## src/rtl/uart_frame_pkg.sv

```systemverilog
// Shared constants, frame layout and FSM encoding for the UART frame scheduler.
package uart_frame_pkg;
  localparam logic [7:0] SOF        = 8'hA5;
  localparam logic [7:0] TYPE_TELE  = 8'h01;
  localparam logic [7:0] TYPE_ALERT = 8'h02;
  localparam int         FRAME_LEN  = 7;

  typedef enum logic [1:0] {
    ST_IDLE = 2'd0,
    ST_LOAD = 2'd1,
    ST_SEND = 2'd2
  } state_e;

  // Byte 0 (SOF) is the first byte on the wire.
  typedef logic [FRAME_LEN-1:0][7:0] frame_t;
endpackage

```

## src/rtl/frame_period_timer.sv

```systemverilog
// Free-running telemetry period counter; tick marks the wrap cycle while enabled.
module frame_period_timer #(
  parameter int unsigned CLKS_PER_PERIOD = 50000000
) (
  input  logic clk,
  input  logic rst_n,
  input  logic enable,
  output logic tick
);
  localparam logic [25:0] LAST = 26'(CLKS_PER_PERIOD - 32'd1);

  logic [25:0] cnt_q;
  logic [25:0] cnt_d;
  logic        wrap_s;

  // Next count: hold at zero while disabled, wrap after LAST.
  always_comb begin
    wrap_s = (cnt_q == LAST);
    if (!enable) begin
      cnt_d = 26'd0;
    end else if (wrap_s) begin
      cnt_d = 26'd0;
    end else begin
      cnt_d = cnt_q + 26'd1;
    end
  end

  // Counter register.
  always_ff @(posedge clk or negedge rst_n) begin
    if (!rst_n) begin
      cnt_q <= 26'd0;
    end else begin
      cnt_q <= cnt_d;
    end
  end

  assign tick = enable & wrap_s;
endmodule

```

## src/rtl/uart_frame_scheduler.sv

```systemverilog
// Builds 7-byte telemetry/alert frames and streams them to a UART transmitter
// over a valid/ready handshake; alerts win over periodic telemetry.
module uart_frame_scheduler
  import uart_frame_pkg::*;
#(
  parameter int unsigned CLKS_PER_PERIOD = 50000000
) (
  input  logic       clk,
  input  logic       rst_n,
  input  logic       enable,
  input  logic [7:0] moisture,
  input  logic [7:0] temperature,
  input  logic [7:0] light,
  input  logic [7:0] ai_decision,
  input  logic       alert_req,
  input  logic [7:0] alert_code,
  output logic       alert_ack,
  output logic [7:0] tx_data,
  output logic       tx_valid,
  input  logic       tx_ready,
  output logic       busy,
  output logic [7:0] frame_seq
);
  state_e     state_q, state_d;
  logic [2:0] idx_q, idx_d;
  logic       tele_pending_q, tele_pending_d;
  logic       tx_valid_q, tx_valid_d;
  logic [7:0] tx_data_q, tx_data_d;
  logic       alert_ack_q, alert_ack_d;
  logic       busy_q, busy_d;
  logic [7:0] frame_seq_q, frame_seq_d;
  frame_t     frame_q, frame_d;

  logic       tick_s;
  logic       clear_tele_s;
  logic [2:0] idx_nxt_s;
  logic [7:0] next_byte_s;
  frame_t     tele_frame_s, alert_frame_s;

  function automatic logic [7:0] frame_chk(input logic [7:0] t, input logic [7:0] p0,
                                           input logic [7:0] p1, input logic [7:0] p2,
                                           input logic [7:0] p3);
    return t ^ p0 ^ p1 ^ p2 ^ p3;
  endfunction

  frame_period_timer #(.CLKS_PER_PERIOD(CLKS_PER_PERIOD)) u_timer (
    .clk    (clk),
    .rst_n  (rst_n),
    .enable (enable),
    .tick   (tick_s)
  );

  // Candidate frames assembled from live inputs; only sampled in LOAD.
  always_comb begin
    tele_frame_s  = {frame_chk(TYPE_TELE, moisture, temperature, light, ai_decision),
                     ai_decision, light, temperature, moisture, TYPE_TELE, SOF};
    alert_frame_s = {frame_chk(TYPE_ALERT, alert_code, frame_seq_q, 8'h00, 8'h00),
                     8'h00, 8'h00, frame_seq_q, alert_code, TYPE_ALERT, SOF};
    idx_nxt_s     = idx_q + 3'd1;
    case (idx_nxt_s)
      3'd0:    next_byte_s = frame_q[0];
      3'd1:    next_byte_s = frame_q[1];
      3'd2:    next_byte_s = frame_q[2];
      3'd3:    next_byte_s = frame_q[3];
      3'd4:    next_byte_s = frame_q[4];
      3'd5:    next_byte_s = frame_q[5];
      3'd6:    next_byte_s = frame_q[6];
      default: next_byte_s = 8'h00;
    endcase
  end

  // Sequencer next-state: IDLE -> LOAD (1 cycle snapshot) -> SEND (7 transfers).
  always_comb begin
    state_d      = state_q;
    idx_d        = idx_q;
    tx_valid_d   = tx_valid_q;
    tx_data_d    = tx_data_q;
    alert_ack_d  = 1'b0;
    busy_d       = busy_q;
    frame_seq_d  = frame_seq_q;
    frame_d      = frame_q;
    clear_tele_s = 1'b0;
    case (state_q)
      ST_IDLE: begin
        if (alert_req || tele_pending_q) begin
          state_d = ST_LOAD;
          busy_d  = 1'b1;
        end else begin
          state_d = ST_IDLE;
        end
      end
      ST_LOAD: begin
        if (alert_req) begin
          frame_d     = alert_frame_s;
          alert_ack_d = 1'b1;
          state_d     = ST_SEND;
          idx_d       = 3'd0;
          tx_valid_d  = 1'b1;
          tx_data_d   = SOF;
        end else if (tele_pending_q) begin
          frame_d      = tele_frame_s;
          clear_tele_s = 1'b1;
          state_d      = ST_SEND;
          idx_d        = 3'd0;
          tx_valid_d   = 1'b1;
          tx_data_d    = SOF;
        end else begin
          state_d = ST_IDLE;
          busy_d  = 1'b0;
        end
      end
      ST_SEND: begin
        if (tx_valid_q && tx_ready) begin
          if (idx_q == 3'(FRAME_LEN - 1)) begin
            state_d     = ST_IDLE;
            idx_d       = 3'd0;
            tx_valid_d  = 1'b0;
            tx_data_d   = 8'h00;
            busy_d      = 1'b0;
            frame_seq_d = frame_seq_q + 8'd1;
          end else begin
            idx_d     = idx_nxt_s;
            tx_data_d = next_byte_s;
          end
        end else begin
          state_d = ST_SEND;
        end
      end
      default: begin
        state_d    = ST_IDLE;
        idx_d      = 3'd0;
        tx_valid_d = 1'b0;
        tx_data_d  = 8'h00;
        busy_d     = 1'b0;
      end
    endcase
    // A fresh tick outranks the clear so it is never lost.
    if (tick_s) begin
      tele_pending_d = 1'b1;
    end else if (clear_tele_s) begin
      tele_pending_d = 1'b0;
    end else begin
      tele_pending_d = tele_pending_q;
    end
  end

  // State and output registers.
  always_ff @(posedge clk or negedge rst_n) begin
    if (!rst_n) begin
      state_q        <= ST_IDLE;
      idx_q          <= 3'd0;
      tele_pending_q <= 1'b0;
      tx_valid_q     <= 1'b0;
      tx_data_q      <= 8'h00;
      alert_ack_q    <= 1'b0;
      busy_q         <= 1'b0;
      frame_seq_q    <= 8'h00;
      frame_q        <= '0;
    end else begin
      state_q        <= state_d;
      idx_q          <= idx_d;
      tele_pending_q <= tele_pending_d;
      tx_valid_q     <= tx_valid_d;
      tx_data_q      <= tx_data_d;
      alert_ack_q    <= alert_ack_d;
      busy_q         <= busy_d;
      frame_seq_q    <= frame_seq_d;
      frame_q        <= frame_d;
    end
  end

  assign alert_ack = alert_ack_q;
  assign tx_data   = tx_data_q;
  assign tx_valid  = tx_valid_q;
  assign busy      = busy_q;
  assign frame_seq = frame_seq_q;
endmodule

```

## config.mk

```make
export PLATFORM = sky130hd
export DESIGN_NAME = uart_frame_scheduler
export DESIGN_NICKNAME = d
export VERILOG_FILES = /design/src/rtl/uart_frame_pkg.sv /design/src/rtl/frame_period_timer.sv /design/src/rtl/uart_frame_scheduler.sv
export SDC_FILE = /design/constraint.sdc
export NUM_CORES = 1
export LEC_CHECK = 0
export BUFFER_PORTS_ARGS = -buffer_cell sky130_fd_sc_hd__buf_2
export CAP_MARGIN = 15
export CORE_ASPECT_RATIO = 0.7
export CORE_MARGIN = 2
export CORE_UTILIZATION = 30
export CTS_CLUSTER_DIAMETER = 80
export DETAILED_ROUTE_END_ITERATION = 10
export GPL_TIMING_DRIVEN = 1
export SYNTH_ARGS = -nofsm -noshare
export SYNTH_HDL_FRONTEND = slang
export SYNTH_HIERARCHICAL = 1
export SYNTH_SLANG_ARGS = --single-unit
```

## constraint.sdc

```tcl
create_clock -name clk -period 1.8 [get_ports clk]
set_clock_uncertainty 0.15 [all_clocks]
set_input_delay 0.18 -clock clk [delete_from_list [all_inputs] [get_ports clk]]
set_output_delay 0.18 -clock clk [all_outputs]
set_load 0.03 [all_outputs]
```

* Word-level counts from Yosys, hierarchy flattened
Index checks and enable logic that the tools add are counted.
** Word-level totals
- Register bits :: 107
- Logic and storage cells :: 92
- Input port bits :: 45
- Output and inout port bits :: 19
** Operators by class
- Eq/ne operators :: 17
- Reduce and logical (&&, ||, !) cells :: 11
- Add/subtract/negate cells :: 3
- Multiplexer cells :: 37
- Bitwise gates (word level) :: 8
** Operators with widths (number)
- $mux 56 :: 2
- $pmux 8 s7 :: 1
- $mux 26 :: 2
- $mux 8 :: 4
- $xor 8x8->8 :: 4
- $add 26x1->26 const B :: 1
- $eq 26x26->1 const B :: 1
- $pmux 8 s3 :: 1
- $mux 1 :: 15
- $eq 3x3->1 const B :: 4
- $mux 3 :: 4
- $ne 2x2->1 const B :: 5
- $pmux 3 s3 :: 1
- $add 8x1->8 const B :: 1
- $mux 2 :: 4
- $eq 3x2->1 const B :: 2
- $ne 3x3->1 const B :: 2
- $pmux 1 s3 :: 2
- $pmux 2 s3 :: 1
- $reduce_and 3->1 :: 2
- $reduce_and 5->1 :: 1
- $reduce_and 4->1 :: 1
- $reduce_bool 2->1 :: 2
- $add 3x1->3 const B :: 1
- other kinds (10) :: 12

* Depth between registers and ports, before layout
Gate-level depths: netlist of run 1.
- Word-level depth :: 6
- Mapped depth :: 7
- Mapped depth without buffers :: 6

* Cells and area by module
The synthesis of run 1 kept the hierarchy.
** By module, submodules not included
- uart_frame_scheduler :: sequential area each 1701.6 µm², area each 3868.7 µm², cells an instance 398, instances 1
- frame_period_timer :: sequential area each 650.6 µm², area each 1380.1 µm², cells an instance 149, instances 1

* Least setup slack after synthesis of run 1
Ideal clock, no wire load.
- Path type :: register -> register
- Start point :: reg u_timer.cnt_q[7]
- End point :: reg u_timer.cnt_q[25]
- Clock period less this slack :: 2.020 ns
- Arrival time :: 1.793 ns
- Cell stages (with the launch flop) :: 7
- Buffers on the path :: 2
- Library setup time :: 0.078 ns
- Data required time :: 1.572 ns
- Path slack :: -0.220 ns
- Cells stage by stage :: dfrtp_1 > buf_4 > nand4_2 > or4_1 > buf_2 > or4_1 > a21oi_1
** On the way
- Cells in the longest elaborated chain, start to end :: 3
- Elaborated cells on any way between the ends :: 4
- Classes of those cells :: add/sub: 1; eq/ne: 1; mux: 2
** RTL lines
- from (decl) :: RTL line frame_period_timer.sv:12 : logic [25:0] cnt_q;
- from (signal assigned) :: RTL line frame_period_timer.sv:33 : cnt_q <= cnt_d;
- $add 26x1->26 or $eq 26x26->1 (tied branches) :: RTL line frame_period_timer.sv:24, frame_period_timer.sv:18
- $mux 26 (*) :: RTL line frame_period_timer.sv:21 : end else if (wrap_s) begin
- $mux 26 (*) :: RTL line frame_period_timer.sv:19 : if (!enable) begin
- via u_timer.cnt_d[25] :: RTL line frame_period_timer.sv:13 : logic [25:0] cnt_d;
Mark *: on every way through the listed nets, which the timed path passes. The rest lies on a longest branch.
A chain may end at the register's enable or synchronous reset.

* Worst setup path after layout of run 1
- Start point :: reg u_timer.cnt_q[10]
- End point :: reg u_timer.cnt_q[15]
The elaborated chain is that of the path after synthesis.

==> results of run 1 <==
synth_stat cells, drive strengths merged, types with 2 or more instances:
cell,instances,area [um2]
mux2i,27,270
or3,6,38.8
or4,5,37.5
nand2b,21,131
a22o,2,17.5
nand3b,8,72.6
nand3,18,90.1
o41ai,2,17.5
and4,4,36.3
o22ai,4,25.0
and3,8,50.1
nor3,5,25.0
o21a,2,15.0
clkbuf,11,41.3
dfrtp,94,2350
nor2b,3,18.8
a221oi,3,43.8
o211ai,2,15.0
buf,22,150
and2,6,37.5
nor2,28,123
inv,12,45.0
a211oi,3,27.5
o31ai,5,37.5
nor4,4,25.0
xor2,15,131
mux2,7,78.8
xnor2,36,315
a21o,5,37.5
ha,6,75.1
nand4,11,75.1
a21oi,17,85.1
nand2,69,262
o21ai,63,315
critical path, cell delays in order (launching register included):
cell and delay, ps:
dfrtp_1 410, nand4_4 110, or4_4 570, buf_6 140, or3_4 320, a21oi_2 120
report_power, final:
| part | leakage, nW | internal, mW | switching, mW |
|---|---|---|---|
| logic | 1.89 | 1.36 | 1.47 |
| clock network | 0.132 | 0.975 | 0.813 |
| registers | 1.24 | 2.63 | 0.292 |
| total | 3.26 | 4.97 | 2.58 |
cell type report:
type,count,share of cell area [%]
multi-input combinational,408,39.2
sequential,94,32.6
tap,231,4.00
clock inverter,5,0.468
clock buffer,11,3.36
timing repair buffer,182,19.7
inverter,12,0.623
state kept, by name (all words and copies together) (netlist names):
name and cells:
state_q 2, u_timer/cnt_q 26, tx_data 8, alert_ack 1, frame_q 43, tele_pending_q 1
tx_valid 1, busy 1, frame_seq 8, idx_q 3
worst max-delay path by stage:
stage | end | start | cells past startpoint | slack (ps)
global placement | u_timer/cnt_q[22] | u_timer/cnt_q[9] | 7 | -130
CTS | u_timer/cnt_q[15] | u_timer/cnt_q[10] | 5 | -80
finish | u_timer/cnt_q[15] | u_timer/cnt_q[10] | 5 | -90
global route | u_timer/cnt_q[25] | u_timer/cnt_q[9] | 7 | -190
floorplan | u_timer/cnt_q[25] | u_timer/cnt_q[10] | 5 | -100
detailed placement | u_timer/cnt_q[20] | u_timer/cnt_q[0] | 5 | -150
metrics by stage:
stage	cell area [um2]	utilization (%)	TNS, ps	worst slack, ps
floorplan	5280	-	-1560	-105
global placement	6390	37.2	-3180	-128
detailed placement	6390	37.2	-3200	-154
CTS	7050	41.0	-939	-81.5
global route	7230	42.1	-4300	-192
finish	7230	42.1	-1360	-94.5
kinds of logic after synthesis:
| family | after synthesis | share of synthesized area (%) |
|---|---|---|
| AND/OR/NAND/NOR | 198 | 19.8 |
| AO/OA/AOI/OAI | 118 | 13.8 |
| flip-flops | 94 | 44.8 |
| XOR/XNOR | 51 | 8.51 |
| buffers and inverters | 45 | 4.51 |
| multiplexers | 35 | 7.08 |
| adder cells (fa/ha/maj) | 6 | 1.43 |
timing repair:
item | 4_1_cts | 5_1_grt
setup endpoints to repair | 32 | 40
gates resized for setup | 31 | 24
pin swaps | 10 | 12
gates cloned | 1 | 1
buffers inserted | 6 | 10
endpoints found under the hold margin | 114 | 0
hold buffers | 20 | 0
per-layer routing:
layer	vias up	share of wire [%]
met4	0	0.91
met5	-	0
met3	9	4.7
li1	2257	-
met2	85	42
met1	2026	52
==> impl_metrics.ini, run 1 <==
[power]
p_total_mw = 7.54
ir_drop_uv = 446
power.leakage_nw = 3.26
p_per_area_nw_per_um2 = 1040

[timing]
relSlewSlack_pct = 69.6
worst_slack_ps = -94.5
setup_viol = 24
period_needed_ps = 1890
finalHoldViolCount = 0
tightestPinTransition_ps = 454
fin_hold_ws_ps = 10.2
fmax_mhz = 528
maxSlewViolCount = 0
period_share_pct = 105
rsz0062_at_grt = yes

[floorplanning]
core_area_um2 = 17200
ios = 64
die_x_um = 162
initial_core_util_pct = 30.6
die-area_um2 = 18600
die_h_um = 115
rows = 40

[min_path]
hp-class = in -> reg
hold_end = frame_q[29]
hold_path.startpoint = temperature[5]
hold_path_depth = 3

[layout]
regArea_um2 = 2360
nets = 758
layout-drive-gt1-share_pct = 32.3
layout_common_cells = dfrtp_1 (89), buf_4 (80), nand2_1 (68), buf_2 (62), o21ai_0 (57)
area_delta_synth_final_pct = 37.7
fillers = 1642
multi_input_comb_area_um2 = 2830
fin_cells = 943
diodes = 0
final_common_cell = dfrtp_1

[flow_run]
max-cap-violations = 0

[yosys]
syn_area_um2 = 5250
syn_inst = 547
synthArstFlopShare_pct = 100
syn_nets = 598
synth_ff_type = dfrtp_1
synth_seq_area_share_pct = 44.8
yosysUniqueCellTypes = 61
synth_edf_count = 0
syn-mean-instance-area_um2 = 9.60
synth_seq_cells = 94
ys_warn_count = 6

[global_routing]
grt_overflow_total = 0
grt.total_usage_pct = 15.0
met1_usage_pct = 22.8
grt_pass1_wl_mm = 21.9
busiest_layer = met1
gr-usage-met2_pct = 21.2
use_met3_pct = 3.33
grt_pass1_vias = 4268
grt_antenna_before_repair = 0
grt_max_degree = 34

[detailed_routing]
post_drt_wl_per_cell_um = 14.3
route.detailed.drc = 0
routed-via-count = 4377
drt_iter0_markers = 248
wl_mm = 13.4
drt_first_pass_iters = 4
vias_per_cell = 4.64
antenna_left = 0

[critical_path]
critical_path_class = reg -> reg
ff2ff_path_depth = 5
rr_endpoint = u_timer/cnt_q[15]
end_kind = register
required_ps = 1920
setup.worst_path.start_class = register
critPathArrivalTime_ps = 2020
worstReg2RegStart = u_timer/cnt_q[10]
rrSetupSlack_ps = -90
cp_max_fo = 3

[clock_network]
cts-root-buf = clkbuf_16
cts_htree_levels = 3
cts_inserted_buffers = 9
clockBufferDepth = 2
path_clk_slew_ps = 70
clkLatencyLatePin_ps = 340
cts_tree = built
cts.sinks = 94

[place]
gp_routability_congestion = 0.826
dp.cells = 890
port-buffer-count = 63
place_hpwl_mm = 9.78

[run_status]
outcome = finished, violations left
violations = setup timing
No activity file was read; power rests on OpenSTA's default activity.
==> inputs of run 2 (changes only) <==
- CORE_MARGIN: 2 -> 1
- CTS_BUF_LIST: default -> sky130_fd_sc_hd__clkbuf_8
- REMOVE_ABC_BUFFERS: default -> 1
==> run 2 against run 1 <==
- the flow still finishes with violations (setup timing)
- via count increased by 0.69%
- design area decreased by 0.69%
- global-route usage is 0.94 points higher
- worst hold slack improved by 5.2 ps
- largest cell class unchanged
- largest power group unchanged
- highest routed layer unchanged
==> impl_metrics.ini, run 2 (synthesized netlist as in run 1, its figures left out) <==
[detailed_routing]
post_drt_wl_per_cell_um = 14.5
wl_mm = 13.5
drt_first_pass_iters = 4
drt_iter0_markers = 277
route.detailed.drc = 0
routed-via-count = 4407
antenna_left = 0
vias_per_cell = 4.71

[layout]
diodes = 0
largest_register_ffs = 43
final_common_cell = dfrtp_1
area_delta_synth_final_pct = 36.7
nets = 750
largest_register = frame_q
layout_common_cells = dfrtp_1 (93), nand2_1 (67), buf_2 (62), o21ai_0 (56), buf_4 (54)
fin_area_um2 = 7180
reg_top3 = frame_q x43, u_timer/cnt_q x26
finish.utilization_pct = 41.9
layout-drive-gt1-share_pct = 29.4

[global_routing]
grt.total_usage_pct = 15.9
grt_max_degree = 52
grt_antenna_before_repair = 0
grt_pass1_wl_mm = 22.5
grt_overflow_total = 0
grt_pass1_vias = 4250

[floorplanning]
initial_core_util_pct = 30.7
ios = 64
core_area_um2 = 17100
die-area_um2 = 18000
die_h_um = 113
rows = 40
die_x_um = 160

[power]
swShare_pct = 34.7
p_seq_share_pct = 40.3
power.leakage_nw = 3.17
ir_drop_uv = 458
intPower_mw = 4.77
p_total_mw = 7.29
p_per_area_nw_per_um2 = 1020
p_comb_share_pct = 38.2
p_sw_mw = 2.53
p_clk_share_pct = 21.6

[timing]
fmax_mhz = 527
setup_viol = 24
finalHoldViolCount = 0
tightestPinTransition_ps = 366
worst_slack_ps = -98.4
period_share_pct = 105
rsz0062_at_grt = yes
relSlewSlack_pct = 75.4
fin_hold_ws_ps = 15.4
period_needed_ps = 1900
maxSlewViolCount = 0

[place]
postPlaceCellArea_um2 = 6300
port-buffer-count = 63
gp_routability_congestion = 0.824
pre_cts_ws_ps = -131
place_hpwl_mm = 9.65

[critical_path]
rrSetupSlack_ps = -100
required_ps = 1960
path_buf_inv = 1
critical_path_class = reg -> reg
critPathMaxStageDelay_ps = 550
crit_path_frequent_cell = or4_4
cp_cell_sequence = buf_4, nand4_2, or4_4, or4_4, a21oi_2
cp-startpoint = u_timer/cnt_q[9]
worstReg2RegStart = u_timer/cnt_q[9]
cp_max_fo = 3
crit_family = simple AND/OR/NAND/NOR gates
setup.worst_path.start_class = register
critPathArrivalTime_ps = 2060
crit_slowest_cell = or4_4
end_kind = register

[clock_network]
cts_tree = built
cts.sinks = 94
clockBufferDepth = 2
cts-root-buf = clkbuf_8
cts_inserted_buffers = 9
clkLatencyLatePin_ps = 370
path_clk_slew_ps = 90
cts_htree_levels = 3

[run_status]
violations = setup timing
outcome = finished, violations left

[min_path]
hp-class = in -> reg
hold_path.startpoint = moisture[7]

[flow_run]
max-cap-violations = 0
[run 2: changes by cell type in the layout (fill, tap and decap cells not counted), sizes merged, moves of 2 or more]
cell         change
buf             -25
clkbuf           -2
bufinv           +2
dlygate4sd3     +17
[run 2: final timing paths]
kind,endpoint,cells after the start
setup / recovery,u_timer/cnt_q[25],5
hold / removal,frame_q[23],3
setup reg to reg,u_timer/cnt_q[25],5
hold reg to reg,frame_q[25],2
max in group asynchronous,frame_seq[7],3
min in group asynchronous,u_timer/cnt_q[15],2
[run 2: repair_timing]
action / 4_1_cts / 5_1_grt
hold endpoints to repair: 126 / 0
buffers inserted: 1 / 5
gates resized for setup: 12 / 48
endpoints found under the setup margin: 31 / 33
hold buffers: 37 / 0
pin swaps: 7 / 20
cloned: 1 / 0
[run 2: layer usage]
layer	track usage (%)	share of wire (%)
met5	0	0
met4	3.62	0.92
met3	3.73	3.4
met1	23.8	54
met2	23.0	41
[run 2: worst register-to-register path, stage by stage (launching register included)]
cell	delay [ps]
dfrtp_1	360
buf_4	110
nand4_2	100
or4_4	550
or4_4	430
a21oi_2	140
[run 2: power by group through the flow]
stage | logic [mW] | registers, mW | clock network [mW]
finish | 2.78 | 2.94 | 1.57
detailed placement | 2.47 | 2.97 | 0
global route | 3.08 | 3.00 | 1.72
global placement | 2.42 | 2.96 | 0
CTS | 2.67 | 2.93 | 1.64
floorplan | 1.32 | 3.07 | 0
[run 2: final cells by class]
cell class | count | area (um2)
tap | 231 | 289
inverter | 12 | 45.0
clock buffer | 10 | 138
sequential | 94 | 2350
fill | 1701 | 9940
clock inverter | 6 | 85.1
multi-input combinational | 409 | 2880
timing repair buffer | 173 | 1390
[run 2: stage by stage]
step	cells	setup TNS (ps)
5_1_grt	935	-4120
3_5_place_dp	875	-1040
3_3_place_gp	875	-344
6_report	935	-821
2_1_floorplan	514	-95010
4_1_cts	930	-298
